==> src/rtl/cpu_pkg.sv <==
// Shared CPU definitions: instruction field layout, halt encoding and the
// state encoding used by the program store.
package cpu_pkg;

  localparam int OP_MSB = 7;
  localparam int OP_LSB = 6;
  localparam int RS_MSB = 5;
  localparam int RS_LSB = 4;
  localparam int RT_MSB = 3;
  localparam int RT_LSB = 2;
  localparam int RD_MSB = 1;
  localparam int RD_LSB = 0;

  // Jump-to-self encoding: a CPU fetching past the program parks here.
  localparam logic [7:0] HALT_INSTR = 8'b1100_0011;

  typedef enum logic [1:0] {
    ST_IDLE  = 2'd0,
    ST_LOAD  = 2'd1,
    ST_START = 2'd2,
    ST_RUN   = 2'd3
  } store_state_e;

  function automatic logic [1:0] op_field(input logic [7:0] instr);
    return instr[OP_MSB:OP_LSB];
  endfunction

endpackage

==> src/rtl/instr_store_ram.sv <==
// Program byte array: synchronous write, asynchronous read, contents not reset.
module instr_store_ram #(
  parameter int DEPTH  = 32,
  parameter int ADDR_W = 5
) (
  input  logic              i_clk,
  input  logic              i_we,
  input  logic [ADDR_W-1:0] i_waddr,
  input  logic [7:0]        i_wdata,
  input  logic [ADDR_W-1:0] i_raddr,
  output logic [7:0]        o_rdata
);

  logic [7:0] r_mem [DEPTH];

  // Write port
  always_ff @(posedge i_clk) begin
    if (i_we) begin
      r_mem[i_waddr] <= i_wdata;
    end
  end

  assign o_rdata = r_mem[i_raddr];

endmodule

==> src/rtl/instr_store.sv <==
// Program memory responder for the CPU fetch port: loads a byte stream over a
// valid/ready port while holding the CPU in reset, then serves fetches.
module instr_store
  import cpu_pkg::*;
#(
  parameter int         DEPTH     = 32,
  parameter int         ADDR_W    = 5,
  parameter logic [7:0] FILL_WORD = HALT_INSTR
) (
  input  logic              origclk,
  input  logic              reset,
  input  logic              load_start,
  input  logic              load_valid,
  input  logic [7:0]        load_data,
  input  logic              load_last,
  output logic              load_ready,
  input  logic [7:0]        pc,
  output logic [7:0]        instruction,
  output logic              cpu_reset,
  output logic [ADDR_W:0]   prog_len,
  output logic [7:0]        load_sum,
  output logic              running
);

  store_state_e      r_state;
  store_state_e      w_next_state;
  logic [ADDR_W-1:0] r_wptr;
  logic [ADDR_W:0]   r_prog_len;
  logic [7:0]        r_load_sum;

  logic              w_clear;
  logic              w_xfer;
  logic              w_end;
  logic [7:0]        w_rd_data;
  logic [8:0]        w_pc_ext;
  logic [8:0]        w_len_ext;

  assign w_clear = ((r_state == ST_IDLE) || (r_state == ST_RUN)) && load_start;
  assign w_xfer  = (r_state == ST_LOAD) && load_valid;
  // The final array slot closes the load even without load_last.
  assign w_end   = w_xfer && (load_last || (r_wptr == ADDR_W'(DEPTH - 1)));

  // Next-state logic
  always_comb begin
    w_next_state = r_state;
    case (r_state)
      ST_IDLE: begin
        if (load_start) w_next_state = ST_LOAD;
        else            w_next_state = ST_IDLE;
      end
      ST_LOAD: begin
        if (w_end) w_next_state = ST_START;
        else       w_next_state = ST_LOAD;
      end
      ST_START: w_next_state = ST_RUN;
      ST_RUN: begin
        if (load_start) w_next_state = ST_LOAD;
        else            w_next_state = ST_RUN;
      end
      default: w_next_state = ST_IDLE;
    endcase
  end

  // State, write pointer, length and checksum registers
  always_ff @(posedge origclk or posedge reset) begin
    if (reset) begin
      r_state    <= ST_IDLE;
      r_wptr     <= '0;
      r_prog_len <= '0;
      r_load_sum <= 8'h00;
    end else begin
      r_state <= w_next_state;
      if (w_clear) begin
        r_wptr     <= '0;
        r_prog_len <= '0;
        r_load_sum <= 8'h00;
      end else if (w_xfer) begin
        r_wptr     <= r_wptr + ADDR_W'(1);
        r_load_sum <= r_load_sum + load_data;
        if (w_end) begin
          r_prog_len <= (ADDR_W + 1)'(r_wptr) + (ADDR_W + 1)'(1);
        end
      end
    end
  end

  instr_store_ram #(
    .DEPTH  (DEPTH),
    .ADDR_W (ADDR_W)
  ) u_ram (
    .i_clk   (origclk),
    .i_we    (w_xfer),
    .i_waddr (r_wptr),
    .i_wdata (load_data),
    .i_raddr (pc[ADDR_W-1:0]),
    .o_rdata (w_rd_data)
  );

  // Full 8-bit pc compare so high address bits force the fill word.
  assign w_pc_ext  = {1'b0, pc};
  assign w_len_ext = 9'(r_prog_len);

  assign instruction = ((r_state == ST_RUN) && (w_pc_ext < w_len_ext)) ? w_rd_data : FILL_WORD;
  assign load_ready  = (r_state == ST_LOAD);
  assign cpu_reset   = (r_state != ST_RUN);
  assign running     = (r_state == ST_RUN);
  assign prog_len    = r_prog_len;
  assign load_sum    = r_load_sum;

endmodule

==> config.mk <==
export PLATFORM = sky130hd
export DESIGN_NAME = instr_store
export DESIGN_NICKNAME = d
export VERILOG_FILES = /design/src/rtl/cpu_pkg.sv /design/src/rtl/instr_store_ram.sv /design/src/rtl/instr_store.sv
export SDC_FILE = /design/constraint.sdc
export NUM_CORES = 1
export LEC_CHECK = 0
export CORE_AREA = 2 2 112 196
export CTS_BUF_LIST = sky130_fd_sc_hd__clkbuf_16
export DETAILED_ROUTE_END_ITERATION = 10
export DIE_AREA = 0 0 114 198
export GPL_ROUTABILITY_DRIVEN = 0
export PLACE_DENSITY = 0.77
export SYNTH_ARGS = -nofsm -noshare
export SYNTH_HDL_FRONTEND = slang
export SYNTH_HIERARCHICAL = 1
export SYNTH_SLANG_ARGS = --single-unit
export TNS_END_PERCENT = 10
==> constraint.sdc <==
create_clock -name origclk -period 5.34 [get_ports origclk]
set_input_delay 1.335 -clock origclk [delete_from_list [all_inputs] [get_ports origclk]]
set_output_delay 1.335 -clock origclk [all_outputs]
set_load 0.02 [all_outputs]
; Word level (Yosys, flattened, before mapping)
; Memory sizes are Yosys's and may differ from the RTL's.
; Cells that the tools add are included.
[totals]
ramBits = 256
latch_bits = 0
output_inout_bits = 25
word_cells = 38
inputBits = 21
ff_bits = 21
memories = 1
mem_bits_ro = 0
[op_classes]
add_sub_neg = 3
mul = 0
bitwise_logic = 0
n_eq_ne = 5
n_mux = 14
reduce_logical = 10
div_mod_pow = 0
magnitude_cmp = 1
shift = 0
[memory_table]
columns = memory, words, word_bits, read_ports, rd_clocked_by_memory_dff, wr, line
row1 = u_ram.r_mem, 32, 8, 1, 0, 1, instr_store_ram.sv:14  ; logic [7:0] r_mem [DEPTH];
[op_table]
columns = cell, count
row1 = $mux W8, 3
row2 = $mux W6, 3
row3 = $mux W5, 2
row4 = $add A8 B8 Y8, 1
row5 = $lt A8 B6 Y1, 1
row6 = $pmux W2 S4, 1
row7 = $add A5 B1 Y6 const B, 1
row8 = $add A5 B1 Y5 const B, 1
row9 = $eq A5 B5 Y1 const B, 1
row10 = $eq A2 B2 Y1 const B, 2
row11 = $logic_and A1 B1 Y1, 4
row12 = $mux W2, 2
row13 = $reduce_bool A2 Y1, 2
row14 = $mux W1, 3
row15 = $eq A2 B1 Y1 const B, 1
row16 = $logic_not A2 Y1, 1
row17 = $logic_or A1 B1 Y1, 2
row18 = $ne A2 B2 Y1 const B, 1
row19 = $reduce_and A2 Y1, 1

; Longest topological paths before layout
[logic_depth]
word_depth = 6
ltp_mapped = 9
depth_no_buf = 8

; By module
; The synthesis kept the hierarchy.
[by_module_without_submodules]
columns = mod, instances, cells_per_inst, seq_area_each_um2, area_per_inst_um2
row1 = instr_store_ram, 1, 409, 7687.4, 9893.2
row2 = instr_store, 1, 172, 525.5, 1496.4

; Least setup slack after synthesis
; OpenSTA, ideal clock, no wires.
[synth_timing]
path_kind = input to output
from = input pc[2]
to = output instruction[0]
t_required_ps = 4005
cell_stages = 7
slack_ps = 487
t_arrival_ps = 3518
n_path_buf = 2
cell_sequence = clkbuf_1 > clkbuf_1 > mux4_2 > mux4_2 > mux2_2 > nor4_1 > o21ai_0
[synth_via]
word_cells_on_any_way = 4
classes_between = 1 x order compare / 1 x mux / 1 x reduce/logical / 1 x memory
[synth_lines]
columns = item, line
row1 = "start, declared", instr_store.sv:17  ; input logic [7:0] pc,
row2 = $mem_v2 Z32 W8, -
row3 = net w_rd_data[0], instr_store.sv:34  ; logic [7:0] w_rd_data;
row4 = $mux W8, instr_store.sv:103  ; assign instruction = ((r_state == ST_RUN) && (w_pc_ext < w_len_ext)) ? w_rd_data : FILL_WORD;
row5 = "end, declared", instr_store.sv:18  ; output logic [7:0] instruction,
; The timed path passes the listed nets, and every way through them passes these cells.

; Worst setup path after layout
[layout_timing]
from = input pc[0]
to = output instruction[0]
; Same word-level chain as after synthesis.

==> summary.md <==
| Metric | Value |
|---|---|
| Starting DRC count in detailed routing | between 700 and 800 |
| Hpwl dp | around 17000 um |
| Ys flop type | edfxtp_1 |
| R2R depth | 7 |
| DRT Pass-1 Iters | 5 |
| Final WL | around 26000 um |
| Critical R2R Launch | r_state[1] |
| Inst Count DP | 890 |
| Hold Vio Cnt, Final | 0 |
| Multi-input logic area | between 3000 and 4000 um2 |
| Maximum vdd drop | approximately 0.42 mV |
| Synth area leaders | edfxtp_1, mux4_2, dfrtp_1, ha_1, nor2_1 |
| Worst skew pair latency | between 0.5 and 0.6 ns |
| Initial core utilization | around 54% |
| Core ar. | about 21000 um2 |
| Htree depth | 1 |
| Die width | 114 um |
| Commonest non-fill, non-tap cells in the layout | edfxtp_1, mux4_2, nor2_1 |
| Crit path capture type | output pin |
| Syn Nets | 621 |
| Final setup fails | 0 |
| P&R area growth vs syn | 14.6% |
| Global-route wire length before repair | 38000 um |
| DR vias/cell | roughly 6.4 |
| Crit path max fanout | 9 |
| Min cycle time layout | around 5.2 ns |
| Pre-CTS setup slack | -0.0968 ns |
| Clock skew | about 0.016 ns |
| # DRC | 0 |
| Gr usage total | approximately a quarter |
| Top-area cell type share of the netlist area | about two thirds |
| Hold Crit Start | load_sum[3] |
| Clk slew on worst S/H paths | approximately 0.060 ns |
| Synth area leader | edfxtp_1 |
| Crit path max-delay cell type | mux4_2 |
| Worst path max stage delay | between 0.5 and 0.6 ns |
| Rel. slew slack | between 10% and 20% |
| Arrival @ worst endpoint | 3.90 ns |
| Row cnt | 71 |
| Async set or reset register ratio after synthesis | 7.58% |
| Ys Warns | 6 |
| Outcome | finished, final reports clean |
| Share of layout cells above drive strength 1 | approximately a quarter |
| DRT antenna net count | 0 |
| DR vias | between 5000 and 6000 |
| Cell variety after synth | 43 |
| Leakage | around 4.3 nW |
| Peak Freq | approximately 190 MHz |
| Drt wl/cell | about 27 um |
| CTS Hold Bufs | 0 |
| Cells along the critical path | buf_4, buf_4, mux4_2, mux4_2, mux2_2, nor4_1, o21ai_0, dlygate4sd2_1 |
| Mean Syn Cell Area | 19.6 um2 |
| Hold EP | load_sum[3] |
| Mapped Area | ~11000 um2 |
| Worst slew pin tran | 1.20 ns |
| Num ports | between 40 and 50 |
| Congestion Overflow GR | 0 |
| Die ar. | 22600 um2 |
| Commonest non-fill, non-tap cell in the layout | edfxtp_1 |
| Hold path depth | 2 |
| Post-synth EDFFs | 256 |
| MaxCap Viol Count | 0 |
| Post-synthesis sequential area ratio | between 70% and 80% |
| Clk buf depth | 3 |
| # Post-CTS Setup Buffers | 0 |
| Die Ht | a little under 200 um |
| Pwr per Cell Area | ~380 nW/um2 |
| Reg area | 8210 um2 |
| Crit Reg-Reg Endpoint | u_ram/r_mem[12][6] |
| PnR worst setup slack | roughly 0.11 ns |
| Clk root buf | clkbuf_16 |
| Gate Count Post-Synth | between 500 and 600 |
| CP required | 4.01 ns |
| Min-delay worst type | flip-flop to flip-flop |
| Power, Total | roughly 4.9 mW |
| Initial antenna violation count | 0 |
| Flop2flop setup slack | ~2.4 ns |
| Buffers on Ports | 45 |
| Yosys reg bits | 277 |
| CTS sink count | about 280 |
| Tcrit/Tclk final | between 90% and 100% |
| Worst Setup Start Kind | primary input |
| RSZ-0062 raised after global routing | false |
| Class of the most critical setup path | primary input to output pin |
| Max-slew violation count | 0 |
| NumNets Final | 699 |
| Largest net degree at the start of global routing | 35 |
| Non-filler cells, final | 930 |
| Vias in the first global route | just over 6000 |
| CTS tree | yes |
| Inserted Clock Buffers | 22 |
| Fillers | about 1400 |
-- power by group --
part / internal, mW / switching (mW)
sequential: 2.46 / 0.0659
clock: 0.876 / 0.707
combinational: 0.330 / 0.465
-- cell families (layout without fill, tap and decap cells) --
group                      after synthesis  in the layout  share of synthesized area (%)
AOI/OAI and AO/OA                       49             49                           2.66
xor gates and xnor gates                 7              7                          0.538
adders and majority gates               19             19                           2.15
buffers and inverters                   36            129                           1.49
DFF                                    277            277                           72.1
muxes                                   89             89                           16.7
other                                    0              1                              0
and+or+nand+nor                        104            104                           4.35
-- repair_timing --
item                                   in CTS  in global routing
cloned                                      0                  0
setup endpoints to repair                   7                  4
endpoints found under the hold margin       0                  0
resized for setup                           5                  4
-- how the worst max path moves through the flow --
stage	startpoint	end	slack [ns]	depth (start not counted)
2_1_floorplan	pc[2]	instruction[0]	0.49	7
3_3_place_gp	pc[0]	instruction[0]	-0.04	8
3_5_place_dp	pc[0]	instruction[0]	-0.1	8
4_1_cts	pc[0]	instruction[3]	-0.02	9
5_1_grt	pc[0]	instruction[0]	0.08	8
6_report	pc[0]	instruction[0]	0.11	8
-- cell usage after synthesis, types with 3 or more instances --
master / instances
nand4b_1: 4
nand3_1: 5
edfxtp_1: 256
a21o_1: 3
buf_4: 6
buf_2: 4
nand3b_1: 5
ha_1: 18
or3b_2: 3
buf_1: 6
mux4_2: 80
nor2_1: 47
nand2b_1: 3
dfrtp_1: 21
mux2_2: 8
a21oi_1: 21
clkbuf_1: 8
nor4_1: 4
a211oi_1: 3
nand2_1: 23
o21ai_0: 10
inv_1: 11
xnor2_1: 5
-- area by class of cell --
type / instances / share of cell area (%)
timing repair buffer: 79 / 5.90
clock buffer: 23 / 4.41
antenna: 1 / 0.0192
inverter: 11 / 0.316
tap: 255 / 2.44
clock inverter: 16 / 0.940
sequential: 277 / 62.9
multi-input combinational: 268 / 23.0
-- through the flow --
step / hold slack, ns / utilization [%] / setup TNS (ns) / instance area [um2]
CTS: 0.556 / 61.7 / -0.0218 / 13000
floorplan: 0.569 / - / 0 / 11400
finish: 0.552 / 61.7 / 0 / 13100
global placement: 0.527 / 58.4 / -0.165 / 12300
detailed placement: 0.544 / 58.4 / -0.318 / 12300
global route: 0.588 / 61.7 / 0 / 13000
-- worst max-delay path: cells and delay by family --
kind	cells	cell delay, ns
compound gates	1	0.16
buf+inv	3	0.75
mux	3	1.36
simple gates	1	0.28
-- flip-flops by register name (all words and copies together), names as in the netlist --
register	cells
prog_len	6
r_state	2
r_wptr	5
load_sum	8
u_ram/r_mem	256
-- layer usage --
| layer | global-route usage [%] | part of all wire (%) | vias up |
|---|---|---|---|
| met2 | 41.8 | 55 | 327 |
| met1 | 28.5 | 34 | 3061 |
| li1 | - | - | 2512 |
| met3 | 3.18 | 7.4 | 51 |
| met5 | 0 | 0 | - |
| met4 | 8.99 | 3.6 | 0 |
Note: power is estimated with default switching activity, not from simulation.
